## config.mk

```make
export PLATFORM = sky130hd
export DESIGN_NAME = mm_tx_preempt_sched
export DESIGN_NICKNAME = d
export VERILOG_FILES = /design/src/rtl/mm_tx_pkg.sv /design/src/rtl/mm_hold_timer.sv /design/src/rtl/mm_tx_preempt_sched.sv
export SDC_FILE = /design/constraint.sdc
export NUM_CORES = 1
export LEC_CHECK = 0
export CAP_MARGIN = 15
export CORE_MARGIN = 4
export CORE_UTILIZATION = 44
export CTS_CLUSTER_DIAMETER = 150
export DETAILED_ROUTE_END_ITERATION = 10
export HOLD_SLACK_MARGIN = 0.15
export PLACE_DENSITY = 0.77
export SYNTH_ARGS = -nofsm -noshare
export SYNTH_HDL_FRONTEND = slang
export SYNTH_SLANG_ARGS = --single-unit
```

## constraint.sdc

```tcl
create_clock -name clk -period 2.1 [get_ports clk]
set_input_delay 0.525 -clock clk [delete_from_list [all_inputs] [get_ports clk]]
set_output_delay 0.525 -clock clk [all_outputs]
set_load 0.05 [all_outputs]
```

## src/rtl/mm_tx_pkg.sv

```systemverilog
// -----------------------------------------------------------------------------
// mm_tx_pkg
// Shared definitions for the MAC Merge transmit preemption scheduler:
//   - schedState_e  : scheduler state encodings (IDLE/P_TX/PREEMPT/RESUME_WAIT)
//   - MIN_FRAG_BASE : base fragment size in bytes (64)
//   - MCRC_LEN      : length of the mCRC appended to each fragment (4)
//   - minFragOf()   : minimum bytes a fragment must carry before it may be
//                     preempted, derived from addFragSize (60/124/188/252)
// -----------------------------------------------------------------------------
package mm_tx_pkg;

   typedef enum logic [1:0] {
      IDLE        = 2'b00,
      P_TX        = 2'b01,
      PREEMPT     = 2'b10,
      RESUME_WAIT = 2'b11
   } schedState_e;

   localparam int MIN_FRAG_BASE = 64;
   localparam int MCRC_LEN      = 4;
   localparam int MIN_FRAG_W    = 9;

   // The minimum fragment counts data bytes only, so the mCRC that closes the
   // fragment is subtracted from the 64-byte multiple.
   function automatic logic [MIN_FRAG_W-1:0] minFragOf(input logic [1:0] addFragSize);
      int bytes;
      bytes = MIN_FRAG_BASE * (int'(addFragSize) + 1) - MCRC_LEN;
      return MIN_FRAG_W'(bytes);
   endfunction

endpackage

```

## src/rtl/mm_hold_timer.sv

```systemverilog
// -----------------------------------------------------------------------------
// mm_hold_timer
// Stretches the MM_CTL hold request so that hold, once raised, stays asserted
// for at least HOLD_MIN_CYCLES clock cycles, and afterwards for as long as
// hold_req remains high.
// Ports:
//   clk          in   system clock
//   reset_begin  in   synchronous, active-high reset
//   hold_req     in   MM_CTL hold request
//   hold         out  registered hold to the transmit state machine
// -----------------------------------------------------------------------------
module mm_hold_timer #(
   parameter int HOLD_MIN_CYCLES = 8
) (
   input  logic clk,
   input  logic reset_begin,
   input  logic hold_req,
   output logic hold
);

   localparam int               CNT_W    = $clog2(HOLD_MIN_CYCLES + 1);
   localparam logic [CNT_W-1:0] CNT_LOAD = CNT_W'(HOLD_MIN_CYCLES - 1);

   logic [CNT_W-1:0] holdCnt;

   // NOTE: state registers use non-blocking assignments so every flop in the
   // design samples the same pre-edge values regardless of block ordering.
   always_ff @(posedge clk) begin
      if (reset_begin) begin
         hold    <= 1'b0;
         holdCnt <= '0;
      end else if (!hold) begin
         if (hold_req) begin
            hold    <= 1'b1;
            holdCnt <= CNT_LOAD;
         end
      end else begin
         // The first asserted cycle is the load cycle, so counting down from
         // HOLD_MIN_CYCLES-1 to zero yields exactly HOLD_MIN_CYCLES cycles.
         if (holdCnt != '0) begin
            holdCnt <= holdCnt - CNT_W'(1);
         end else if (!hold_req) begin
            hold <= 1'b0;
         end
      end
   end

endmodule

```

## src/rtl/mm_tx_preempt_sched.sv

```systemverilog
// -----------------------------------------------------------------------------
// mm_tx_preempt_sched
// Transmit preemption scheduler for the MAC Merge sublayer. Counts bytes of the
// current preemptable fragment, applies the minimum-fragment (addFragSize) and
// minimum-remainder rules, and drives preempt/hold to the MAC Merge transmit
// state machine. All outputs are registered.
//
// Optional build macro: MM_PREEMPT_STATS_EN
//   When defined, adds saturating 16-bit statistics outputs preempt_count
//   (P_TX->PREEMPT transitions) and hold_count (hold 0->1 transitions).
//
// Ports:
//   clk            in   system clock
//   reset_begin    in   synchronous, active-high reset
//   eTx            in   express frame pending
//   pAllow         in   preemption permitted
//   add_frag_size  in   addFragSize (0..3)
//   hold_req       in   MM_CTL hold request
//   p_frag_start   in   pulse: first byte of a preemptable fragment accepted
//   p_byte_sent    in   pulse: one preemptable data byte sent
//   p_remain       in   preemptable bytes left in the frame, incl. FCS
//   p_tx_cplt      in   pulse: preemptable frame completed
//   mcrc_sent      in   pulse: mCRC of a preempted fragment fully sent
//   preempt        out  preemption request
//   hold           out  hold preemptable traffic
//   frag_cnt       out  bytes sent in the current fragment (saturating)
//   sched_state    out  current state encoding
//   preempt_count  out  (MM_PREEMPT_STATS_EN only) preemption count
//   hold_count     out  (MM_PREEMPT_STATS_EN only) hold assertion count
// -----------------------------------------------------------------------------
module mm_tx_preempt_sched
   import mm_tx_pkg::*;
#(
   parameter int MIN_REMAIN      = 64,
   parameter int HOLD_MIN_CYCLES = 8,
   parameter int FRAG_CNT_W      = 11
) (
   input  logic                  clk,
   input  logic                  reset_begin,
   input  logic                  eTx,
   input  logic                  pAllow,
   input  logic [1:0]            add_frag_size,
   input  logic                  hold_req,
   input  logic                  p_frag_start,
   input  logic                  p_byte_sent,
   input  logic [FRAG_CNT_W-1:0] p_remain,
   input  logic                  p_tx_cplt,
   input  logic                  mcrc_sent,
   output logic                  preempt,
   output logic                  hold,
   output logic [FRAG_CNT_W-1:0] frag_cnt,
   output logic [1:0]            sched_state
`ifdef MM_PREEMPT_STATS_EN
   ,
   output logic [15:0]           preempt_count,
   output logic [15:0]           hold_count
`endif
);

   localparam logic [FRAG_CNT_W-1:0] FRAG_CNT_MAX  = '1;
   localparam logic [FRAG_CNT_W-1:0] MIN_REMAIN_V  = FRAG_CNT_W'(MIN_REMAIN);
   localparam logic [FRAG_CNT_W-1:0] MIN_FRAG_RST  = FRAG_CNT_W'(minFragOf(2'd0));

   schedState_e           state;
   logic [FRAG_CNT_W-1:0] fragCnt;
   logic [FRAG_CNT_W-1:0] minFrag;
   logic                  preemptCond;
   logic                  enterPreempt;

   // Compared against the registered count, i.e. the bytes already sent
   // before this cycle's byte pulse.
   assign preemptCond  = eTx && pAllow && (fragCnt >= minFrag) && (p_remain >= MIN_REMAIN_V);
   // Frame completion outranks a preemption decision in the same cycle.
   assign enterPreempt = (state == P_TX) && !p_tx_cplt && preemptCond;

   always_ff @(posedge clk) begin
      if (reset_begin) begin
         state   <= IDLE;
         preempt <= 1'b0;
         fragCnt <= '0;
         minFrag <= MIN_FRAG_RST;
      end else begin
         // A start pulse coinciding with a byte pulse means that start byte
         // has already gone out, hence a count of one.
         if (p_frag_start) begin
            fragCnt <= p_byte_sent ? FRAG_CNT_W'(1) : '0;
         end else if (p_byte_sent && fragCnt != FRAG_CNT_MAX) begin
            fragCnt <= fragCnt + FRAG_CNT_W'(1);
         end

         unique case (state)
            IDLE: begin
               if (p_frag_start) begin
                  state   <= P_TX;
                  // Latched once per frame; continuation fragments reuse it.
                  minFrag <= FRAG_CNT_W'(minFragOf(add_frag_size));
               end
            end
            P_TX: begin
               if (p_tx_cplt) begin
                  state <= IDLE;
               end else if (enterPreempt) begin
                  state   <= PREEMPT;
                  preempt <= 1'b1;
               end
            end
            PREEMPT: begin
               // Once issued, preempt is only withdrawn by the fragment
               // closing (mCRC) or the frame ending underneath it.
               if (p_tx_cplt) begin
                  state   <= IDLE;
                  preempt <= 1'b0;
               end else if (mcrc_sent) begin
                  state   <= RESUME_WAIT;
                  preempt <= 1'b0;
               end
            end
            RESUME_WAIT: begin
               if (p_tx_cplt) begin
                  state <= IDLE;
               end else if (p_frag_start) begin
                  state <= P_TX;
               end
            end
            default: state <= IDLE;
         endcase
      end
   end

   mm_hold_timer #(
      .HOLD_MIN_CYCLES(HOLD_MIN_CYCLES)
   ) u_holdTimer (
      .clk        (clk),
      .reset_begin(reset_begin),
      .hold_req   (hold_req),
      .hold       (hold)
   );

   assign frag_cnt    = fragCnt;
   assign sched_state = state;

`ifdef MM_PREEMPT_STATS_EN
   logic holdSet;

   // Same condition the hold timer uses to raise hold on this edge.
   assign holdSet = hold_req && !hold;

   always_ff @(posedge clk) begin
      if (reset_begin) begin
         preempt_count <= '0;
         hold_count    <= '0;
      end else begin
         if (enterPreempt && preempt_count != 16'hFFFF) begin
            preempt_count <= preempt_count + 16'd1;
         end
         if (holdSet && hold_count != 16'hFFFF) begin
            hold_count <= hold_count + 16'd1;
         end
      end
   end
`endif

endmodule

```

==> results.yml, run 1 <==
logic_synthesis:
  synth_xor_xnor_area_share: 0.0158
  syn-cell-area_um2: 1110
  synth_top_family_by_area: "simple AND/OR/NAND/NOR gates"
  ys_warn_count: 0
  muxShareOfSynthArea: 0.0192
  synthTopCellsByArea: "dfxtp_1, nor2_1, ha_1"
  synth-adder-area-share: 0.0677
  syn-mean-instance-area_um2: 8.34
  synth-compound-area-share: 0.198
  synth_cells: 133
  synth_edf_count: 0
  ys_async_sr_fraction: 0
  synth-simple-area-share: 0.280
  yosysTopAreaCellShare: 0.379
  yosysTopAreaCell: "dfxtp_1"
  synth_cell_type_count: 41
  ys_seq_elements: 21
  synth_ff_type: "dfxtp_1"
  seq_area_frac_synth: 0.379
  synthesis.nets: 161
critical_path:
  cp_slowest_cell: "clkdlybuf4s50_1"
  crit_path_max_fanout: 2
  regToRegStartpoint: "frag_cnt[0]"
  arrival_ns: 1.45
  path_buf_inv: 1
  r2r_end: "frag_cnt[9]"
  required_ns: 1.57
  r2r_setup_slack_ns: 0.47
  crit_type: "reg -> out"
  cp-end-kind: "primary output"
  rr_worst_depth: 5
  cpPeakStageDelay_ns: 0.81
  critical_path.top_delay_family: "buffers and inverters"
  path_cells: "clkdlybuf4s50_1"
  critPathLaunchType: "register"
place:
  post-place-cells: 192
  dpl.hpwl_um: 1990
  place.gp.congestion: 0.752
  placed_area_um2: 1440
  port_buffers: 30
global_routing:
  grt_pass1_vias: 1008
  grt_pass1_wl_um: 4170
  grt-ovfl-total: 0
  antenna_found_initial: 0
  grt_max_degree: 12
  grt_use_total: 0.155
power_and_ir_drop:
  leakage_uw: 0.000618
  powerDensity_nw_per_um2: 516
  ir_worst_vdd_v: 0.000351
timing:
  tns_ns: 0
  rsz0062_at_grt: "no"
  hold_violations: 0
  slew_violations: 0
  post-route-period-util: 0.941
  period_needed_ns: 1.98
  slew_headroom: 0.660
  clock.fmax_mhz: 506
  worst_pin_slew_ns: 0.509
  finalSetupViolations: 0
  skew_ns: 0.00327
clocking:
  clk_latency_ns: 0.29
  cts_root_buf: "clkbuf_4"
  numCtsBuffers: 3
  cts_max_level: 1
  clkSinkCount: 21
  cts_tree: "built"
  clk_path_buf_depth: 2
  clk_pin_slew_worst_paths_ns: 0.11
  postCtsSetupRepairBufs: 0
hold_path:
  hp-class: "reg -> reg"
  whs_endpoint: "preempt"
  min_path_cells: 1
  hp-start: "preempt"
die:
  ios: 37
  dieHeight_um: 58.2
  die_w_um: 58.2
  start_util: 0.483
  core_um2: 2300
  rows: 17
  dieArea_um2: 3390
final_layout:
  stdcell_count: 196
  utilization: 0.642
  insertedDiodeCount: 0
  finalNetCount: 197
  n_fill_cell: 204
  area_delta_synth_final_pct: 33.1
  post-route-cell-area_um2: 1480
  drive_gt1_frac: 0.125
drt:
  drt_first_pass_iters: 4
  drc_errors: 0
  drt_iter0_drc: 56
  routed_wirelength_um: 2550
  drtAntennaViolNets: 0
  post_drt_wl_per_cell_um: 13.0
  vias: 1110
  vias_per_cell: 5.66
status:
  status: "complete, no violations"
run:
  drv_cap: 0
-- cells in the mapped netlist (2+ instances only) --
cell       instances
dfxtp_1           21
nor2_1            21
xor2_1             2
o2bb2ai_1          2
nand4_1            3
nor3_1             6
nand2_1           12
o31ai_1            3
a31oi_1            2
nand3_1            2
ha_1               6
o21ai_0            4
a21oi_1            7
nor3b_1            3
o311ai_0           2
inv_1             10
or4_1              2
clkbuf_1           2
-- what timing repair did --
item / 4_1_cts / 5_1_grt
endpoints found under the setup margin: 0 / 5
gates resized for setup: 0 / 5
hold buffers: 0 / 0
-- per-stage QoR --
stage	setup slack (ns)	total power [uW]	hold slack [ns]
3_3_place_gp	0.118	573	0.452
3_5_place_dp	0.0890	579	0.445
4_1_cts	0.00793	772	0.479
6_report	0.124	761	0.476
5_1_grt	0.0604	803	0.489
2_1_floorplan	0.321	515	0.485
-- layout make-up --
type	count	area, um2	share of cell area
clock buffers	4	26.3	0.0178
inverters	10	37.5	0.0254
multi-input cells	100	643	0.436
flip-flops and latches	21	420	0.285
well taps	28	35.0	0.0237
repair buffers	33	313	0.212
-- how the worst max path moves through the flow --
stage,slack (ns),start,to,cells after the start
4_1_cts,0.008,frag_cnt[0],frag_cnt[0],1
3_5_place_dp,0.09,p_byte_sent,frag_cnt[7],4
3_3_place_gp,0.12,p_remain[6],sched_state[1],4
5_1_grt,0.06,preempt,preempt,1
6_report,0.12,preempt,preempt,1
2_1_floorplan,0.32,frag_cnt[1],frag_cnt[9],5
-- logic make-up after synthesis --
logic type | count (synthesis)
AO/OA/AOI/OAI | 31
XOR/XNOR | 2
adder cells (fa/ha/maj) | 6
buffers and inverters | 12
flip-flops | 21
multiplexers | 2
AND/OR/NAND/NOR | 59
-- power by group --
part           total (uW)  leakage, uW  switching, uW  internal [uW]
clock network         191    0.0000150            117           73.9
logic                 140     0.000431           71.0           69.0
registers             430     0.000171           15.9            414
total                 761     0.000618            204            557
-- worst reg2reg max path: stages, from the launching register on --
cell      delay, ns
dfxtp_1        0.43
ha_1           0.24
nand4_1        0.20
nor3_1         0.40
o311ai_0       0.19
o41ai_1        0.09
-- cell usage in the layout, fill, tap and decap left out, types with 2 or more instances in the layout --
cell              n
xor2_1            2
nor3_1            6
o31ai_1           3
inv_1            10
dlymetal6s2s_1    5
clkbuf_4          3
nand2_1          12
o2bb2ai_1         2
nand4_1           3
clkdlybuf4s50_1  16
dfxtp_1          21
o311ai_0          2
or4_1             2
a21oi_1           7
ha_1              6
nand3_1           2
nor3b_1           3
buf_4            12
o21ai_0           4
a31oi_1           2
nor2_1           21
-- flip-flops by register name, summed over array words and instances, names as in the netlist --
| signal | count |
|---|---|
| preempt | 1 |
| sched_state | 2 |
| u_holdTimer.holdCnt | 4 |
| u_holdTimer.hold | 1 |
| minFrag | 2 |
| frag_cnt | 11 |
-- per-layer routing --
metal	track usage	part of all wire
met5	0	0
met3	0.0245	0.080
met4	0.0762	0.018
met2	0.273	0.45
met1	0.180	0.45
No activity file was read; power rests on OpenSTA's default activity.
==> run 2, diff against run 1 <==
--- a/config.mk
+++ b/config.mk
@@ -7,11 +7,11 @@
 export LEC_CHECK = 0
 export CAP_MARGIN = 15
 export CORE_MARGIN = 4
-export CORE_UTILIZATION = 44
+export CORE_UTILIZATION = 48
 export CTS_CLUSTER_DIAMETER = 150
 export DETAILED_ROUTE_END_ITERATION = 10
 export HOLD_SLACK_MARGIN = 0.15
-export PLACE_DENSITY = 0.77
+export PLACE_DENSITY = 0.83
 export SYNTH_ARGS = -nofsm -noshare
 export SYNTH_HDL_FRONTEND = slang
 export SYNTH_SLANG_ARGS = --single-unit
==> constraint.sdc (replaced) <==
create_clock -name clk -period 2.5 [get_ports clk]
set_input_delay 0.625 -clock clk [delete_from_list [all_inputs] [get_ports clk]]
set_output_delay 0.625 -clock clk [all_outputs]
set_load 0.05 [all_outputs]
==> results.yml, run 2 (synthesis gave the netlist of run 1 again) <==
critical_path:
  cp_slowest_cell: "clkdlybuf4s50_1"
  regToRegStartpoint: "u_holdTimer.holdCnt[0]"
  arrival_ns: 1.67
  cpPeakStageDelay_ns: 0.86
  r2r_end: "u_holdTimer.holdCnt[1]"
  crit_path_max_fanout: 7
  required_ns: 1.88
  r2r_setup_slack_ns: 0.80
  critPathLaunchType: "register"
  path_buf_inv: 1
  crit_type: "reg -> out"
  critical_path.top_delay_family: "buffers and inverters"
  path_cells: "clkdlybuf4s50_1"
  cp-end-kind: "primary output"
  rr_worst_depth: 6
power_and_ir_drop:
  p_switching_uw: 168
  pwr-share-seq: 0.570
  powerDensity_nw_per_um2: 431
  clockPowerShare: 0.250
  ir_worst_vdd_v: 0.000286
  swShare: 0.265
  leakage_uw: 0.000507
  internal_power_uw: 465
  p_comb_frac: 0.181
global_routing:
  grt_pass1_vias: 1007
  grt_use_total: 0.160
  grt-ovfl-total: 0
  antenna_found_initial: 0
  grt_max_degree: 12
  grt_pass1_wl_um: 4230
clocking:
  cts_root_buf: "clkbuf_4"
  clk_pin_slew_worst_paths_ns: 0.12
  cts_tree: "built"
  cts_max_level: 1
  clkSinkCount: 21
  cts_resized: 0
  numCtsBuffers: 3
  clk_path_buf_depth: 2
  cts_hold_repair.buffers: 0
  postCtsSetupRepairBufs: 0
  clk_latency_ns: 0.30
hold_path:
  min_path_cells: 1
  hp-class: "reg -> reg"
  whs_endpoint: "preempt"
  hp-start: "preempt"
die:
  die_w_um: 56.1
  core_um2: 2210
  dieArea_um2: 3140
  dieHeight_um: 56.1
  ios: 37
  start_util: 0.501
  rows: 17
final_layout:
  post-route-cell-area_um2: 1470
  final_common_cell: "clkdlybuf4s50_1"
  largest_reg_flops: 11
  drive_gt1_frac: 0.0602
  area_delta_synth_final_pct: 32.6
  multi_input_area_um2: 643
  final_cell_mix: "clkdlybuf4s50_1, nor2_1, dfxtp_1"
  insertedDiodeCount: 0
  ff_latch_area_um2: 420
  finalNetCount: 195
  n_fill_cell: 203
drt:
  drt_first_pass_iters: 4
  vias_per_cell: 5.68
  drtAntennaViolNets: 0
  post_drt_wl_per_cell_um: 12.4
  drc_errors: 0
  vias: 1102
  drt_iter0_drc: 32
  routed_wirelength_um: 2400
timing:
  hold_violations: 0
  skew_ns: 0.0120
  slew_headroom: 0.569
  worst_pin_slew_ns: 0.641
  tns_ns: 0
  finalSetupViolations: 0
  rsz0062_at_grt: "no"
  slew_violations: 0
  clock.fmax_mhz: 436
  post-route-period-util: 0.918
  period_needed_ns: 2.30
status:
  status: "complete, no violations"
place:
  port_buffers: 30
  dpl.hpwl_um: 1930
  placed_area_um2: 1440
  place.gp.congestion: 0.776
run:
  drv_cap: 0
==> run 2: power groups by stage <==
stage,combinational [uW],sequential [uW],clock [uW]
final,114,361,158
after global routing,126,363,178
after CTS,116,360,165
after detailed placement,115,368,0
after global placement,109,367,0
after floorplan,52.7,380,0
==> run 2: worst max path at each step <==
stage                startpoint              to  slack, ns  depth (start not counted)
floorplan           frag_cnt[1]     frag_cnt[9]       0.72                          5
global placement    p_remain[6]  sched_state[1]       0.42                          4
detailed placement  p_remain[6]  sched_state[1]       0.40                          4
CTS                 frag_cnt[3]     frag_cnt[3]       0.19                          1
global route        frag_cnt[3]     frag_cnt[3]       0.16                          1
finish              frag_cnt[3]     frag_cnt[3]       0.20                          1
==> run 2: layout make-up <==
class                   count  area share
multi-input cells         100       0.437
repair buffers             31       0.209
inverters                  10      0.0255
flip-flops and latches     21       0.286
clock buffers               4      0.0179
well taps                  28      0.0238
==> run 2: stage by stage <==
step	setup WS [ns]	util	hold slack [ns]	power [uW]	std cells
2_1_floorplan	0.721	-	0.485	433	133
3_3_place_gp	0.420	0.653	0.452	476	190
3_5_place_dp	0.397	0.653	0.457	483	190
4_1_cts	0.195	0.665	0.485	641	194
5_1_grt	0.155	0.665	0.522	667	194
6_report	0.204	0.665	0.479	633	194
==> run 2: metal layers <==
layer / GRT usage / part of all wire / vias to the layer above
met5: 0 / 0 / -
met3: 0.0278 / 0.068 / 2
met1: 0.213 / 0.43 / 508
met2: 0.267 / 0.50 / 36
li1: - / - / 556
met4: 0.0407 / 0.0075 / 0
==> run 3, diff against run 2 <==
--- a/config.mk
+++ b/config.mk
@@ -6,12 +6,14 @@
 export NUM_CORES = 1
 export LEC_CHECK = 0
 export CAP_MARGIN = 15
+export CELL_PAD_IN_SITES_DETAIL_PLACEMENT = 0
+export CELL_PAD_IN_SITES_GLOBAL_PLACEMENT = 1
 export CORE_MARGIN = 4
-export CORE_UTILIZATION = 48
+export CORE_UTILIZATION = 34
 export CTS_CLUSTER_DIAMETER = 150
 export DETAILED_ROUTE_END_ITERATION = 10
 export HOLD_SLACK_MARGIN = 0.15
-export PLACE_DENSITY = 0.83
+export PLACE_DENSITY = 0.82
 export SYNTH_ARGS = -nofsm -noshare
 export SYNTH_HDL_FRONTEND = slang
 export SYNTH_SLANG_ARGS = --single-unit
==> results.yml, run 3 (synthesis gave the netlist of run 1 again) <==
clocking:
  clk_path_buf_depth: 2
  cts_max_level: 1
  clk_latency_ns: 0.30
  clk_pin_slew_worst_paths_ns: 0.12
  clkSinkCount: 21
  cts_tree: "built"
  cts_root_buf: "clkbuf_4"
  numCtsBuffers: 3
  cts_resized: 0
  postCtsSetupRepairBufs: 0
  cts_hold_repair.buffers: 0
final_layout:
  area_delta_synth_final_pct: 35.1
  final_cell_mix: "clkdlybuf4s50_1, nor2_1, dfxtp_1"
  drive_gt1_frac: 0.0659
  post-route-cell-area_um2: 1500
  final_common_cell: "clkdlybuf4s50_1"
  finalNetCount: 196
  largest_reg_flops: 11
  insertedDiodeCount: 0
place:
  port_buffers: 30
  dp_worst_setup_slack_ns: 0.398
  dpl.hpwl_um: 2050
  placed_area_um2: 1470
  place.gp.congestion: 0.802
power_and_ir_drop:
  pwr-share-seq: 0.563
  leakage_uw: 0.000512
  ir_worst_vdd_v: 0.000270
  swShare: 0.270
  internal_power_uw: 467
  powerDensity_nw_per_um2: 428
  p_switching_uw: 173
  clockPowerShare: 0.255
  p_comb_frac: 0.182
hold_path:
  min_path_cells: 1
  hp-class: "reg -> reg"
  whs_endpoint: "preempt"
  hp-start: "preempt"
critical_path:
  regToRegStartpoint: "u_holdTimer.holdCnt[0]"
  critical_path.top_delay_family: "buffers and inverters"
  cp-end-kind: "primary output"
  crit_path_max_fanout: 7
  crit_type: "reg -> out"
  critPathLaunchType: "register"
  cpPeakStageDelay_ns: 0.87
  arrival_ns: 1.69
  r2r_setup_slack_ns: 0.85
  cp_slowest_cell: "clkdlybuf4s50_1"
  path_cells: "clkdlybuf4s50_1"
  required_ns: 1.88
  r2r_end: "u_holdTimer.holdCnt[1]"
  path_buf_inv: 1
  rr_worst_depth: 6
drt:
  post_drt_wl_per_cell_um: 12.1
  vias_per_cell: 5.14
  vias: 1085
  drt_first_pass_iters: 4
  drt_iter0_drc: 54
  drtAntennaViolNets: 0
  drc_errors: 0
  routed_wirelength_um: 2560
timing:
  worst_pin_slew_ns: 0.575
  slew_violations: 0
  period_needed_ns: 2.32
  tns_ns: 0
  slew_headroom: 0.614
  post-route-period-util: 0.926
  setup_slack_ns: 0.184
  clock.fmax_mhz: 432
  finalSetupViolations: 0
  rsz0062_at_grt: "no"
  skew_ns: 0.00636
  hold_violations: 0
die:
  rows: 20
  core_um2: 3080
  dieHeight_um: 65.1
  die_w_um: 65.1
  start_util: 0.360
  dieArea_um2: 4240
  ios: 37
global_routing:
  grt_max_degree: 12
  grt_pass1_wl_um: 4510
  grt_pass1_vias: 1044
  gr-max-usage-layer: "met2"
  grt_util_met2: 0.244
  grt-ovfl-total: 0
  grt_use_total: 0.131
  met3_usage: 0.0376
  antenna_found_initial: 0
  met1_usage: 0.153
status:
  status: "complete, no violations"
run:
  drv_cap: 0
## run 3: changes by cell type in the layout (fill, tap and decap cells not counted)
| cell | delta |
|---|---|
| buf_4 | +1 |
## run 3: per-stage QoR
stage | hold WS (ns) | power [uW] | instances | util
floorplan | 0.485 | 433 | 133 | -
global placement | 0.453 | 481 | 207 | 0.478
detailed placement | 0.457 | 486 | 207 | 0.478
CTS | 0.479 | 651 | 211 | 0.487
global route | 0.518 | 681 | 211 | 0.487
finish | 0.477 | 640 | 211 | 0.487
## run 3: how the worst max path moves through the flow
stage                start     endpoint  slack [ns]  depth (start not counted)
6_report       frag_cnt[3]  frag_cnt[3]        0.18                          1
5_1_grt        frag_cnt[3]  frag_cnt[3]        0.11                          1
4_1_cts        frag_cnt[3]  frag_cnt[3]        0.18                          1
3_5_place_dp   p_byte_sent  frag_cnt[8]        0.40                          5
3_3_place_gp   p_byte_sent  frag_cnt[8]        0.43                          5
2_1_floorplan  frag_cnt[1]  frag_cnt[9]        0.72                          5
## run 3: layout make-up
class	instances	area, um2
flip-flops and latches	21	420
multi-input cells	100	643
fillers	312	1580
well taps	44	55.1
clock buffers	4	26.3
repair buffers	32	315
inverters	10	37.5
## run 3: metal layers
layer	vias up	share of wire
met2	25	0.50
met5	-	0
met3	2	0.050
met4	0	0.0051
li1	563	-
met1	495	0.44
## run 3: power by group through the flow
stage | Combinational [uW] | Sequential (uW) | Clock (uW)
global route | 130 | 363 | 188
detailed placement | 118 | 368 | 0
finish | 116 | 361 | 163
floorplan | 52.7 | 380 | 0
global placement | 113 | 367 | 0
CTS | 118 | 360 | 172
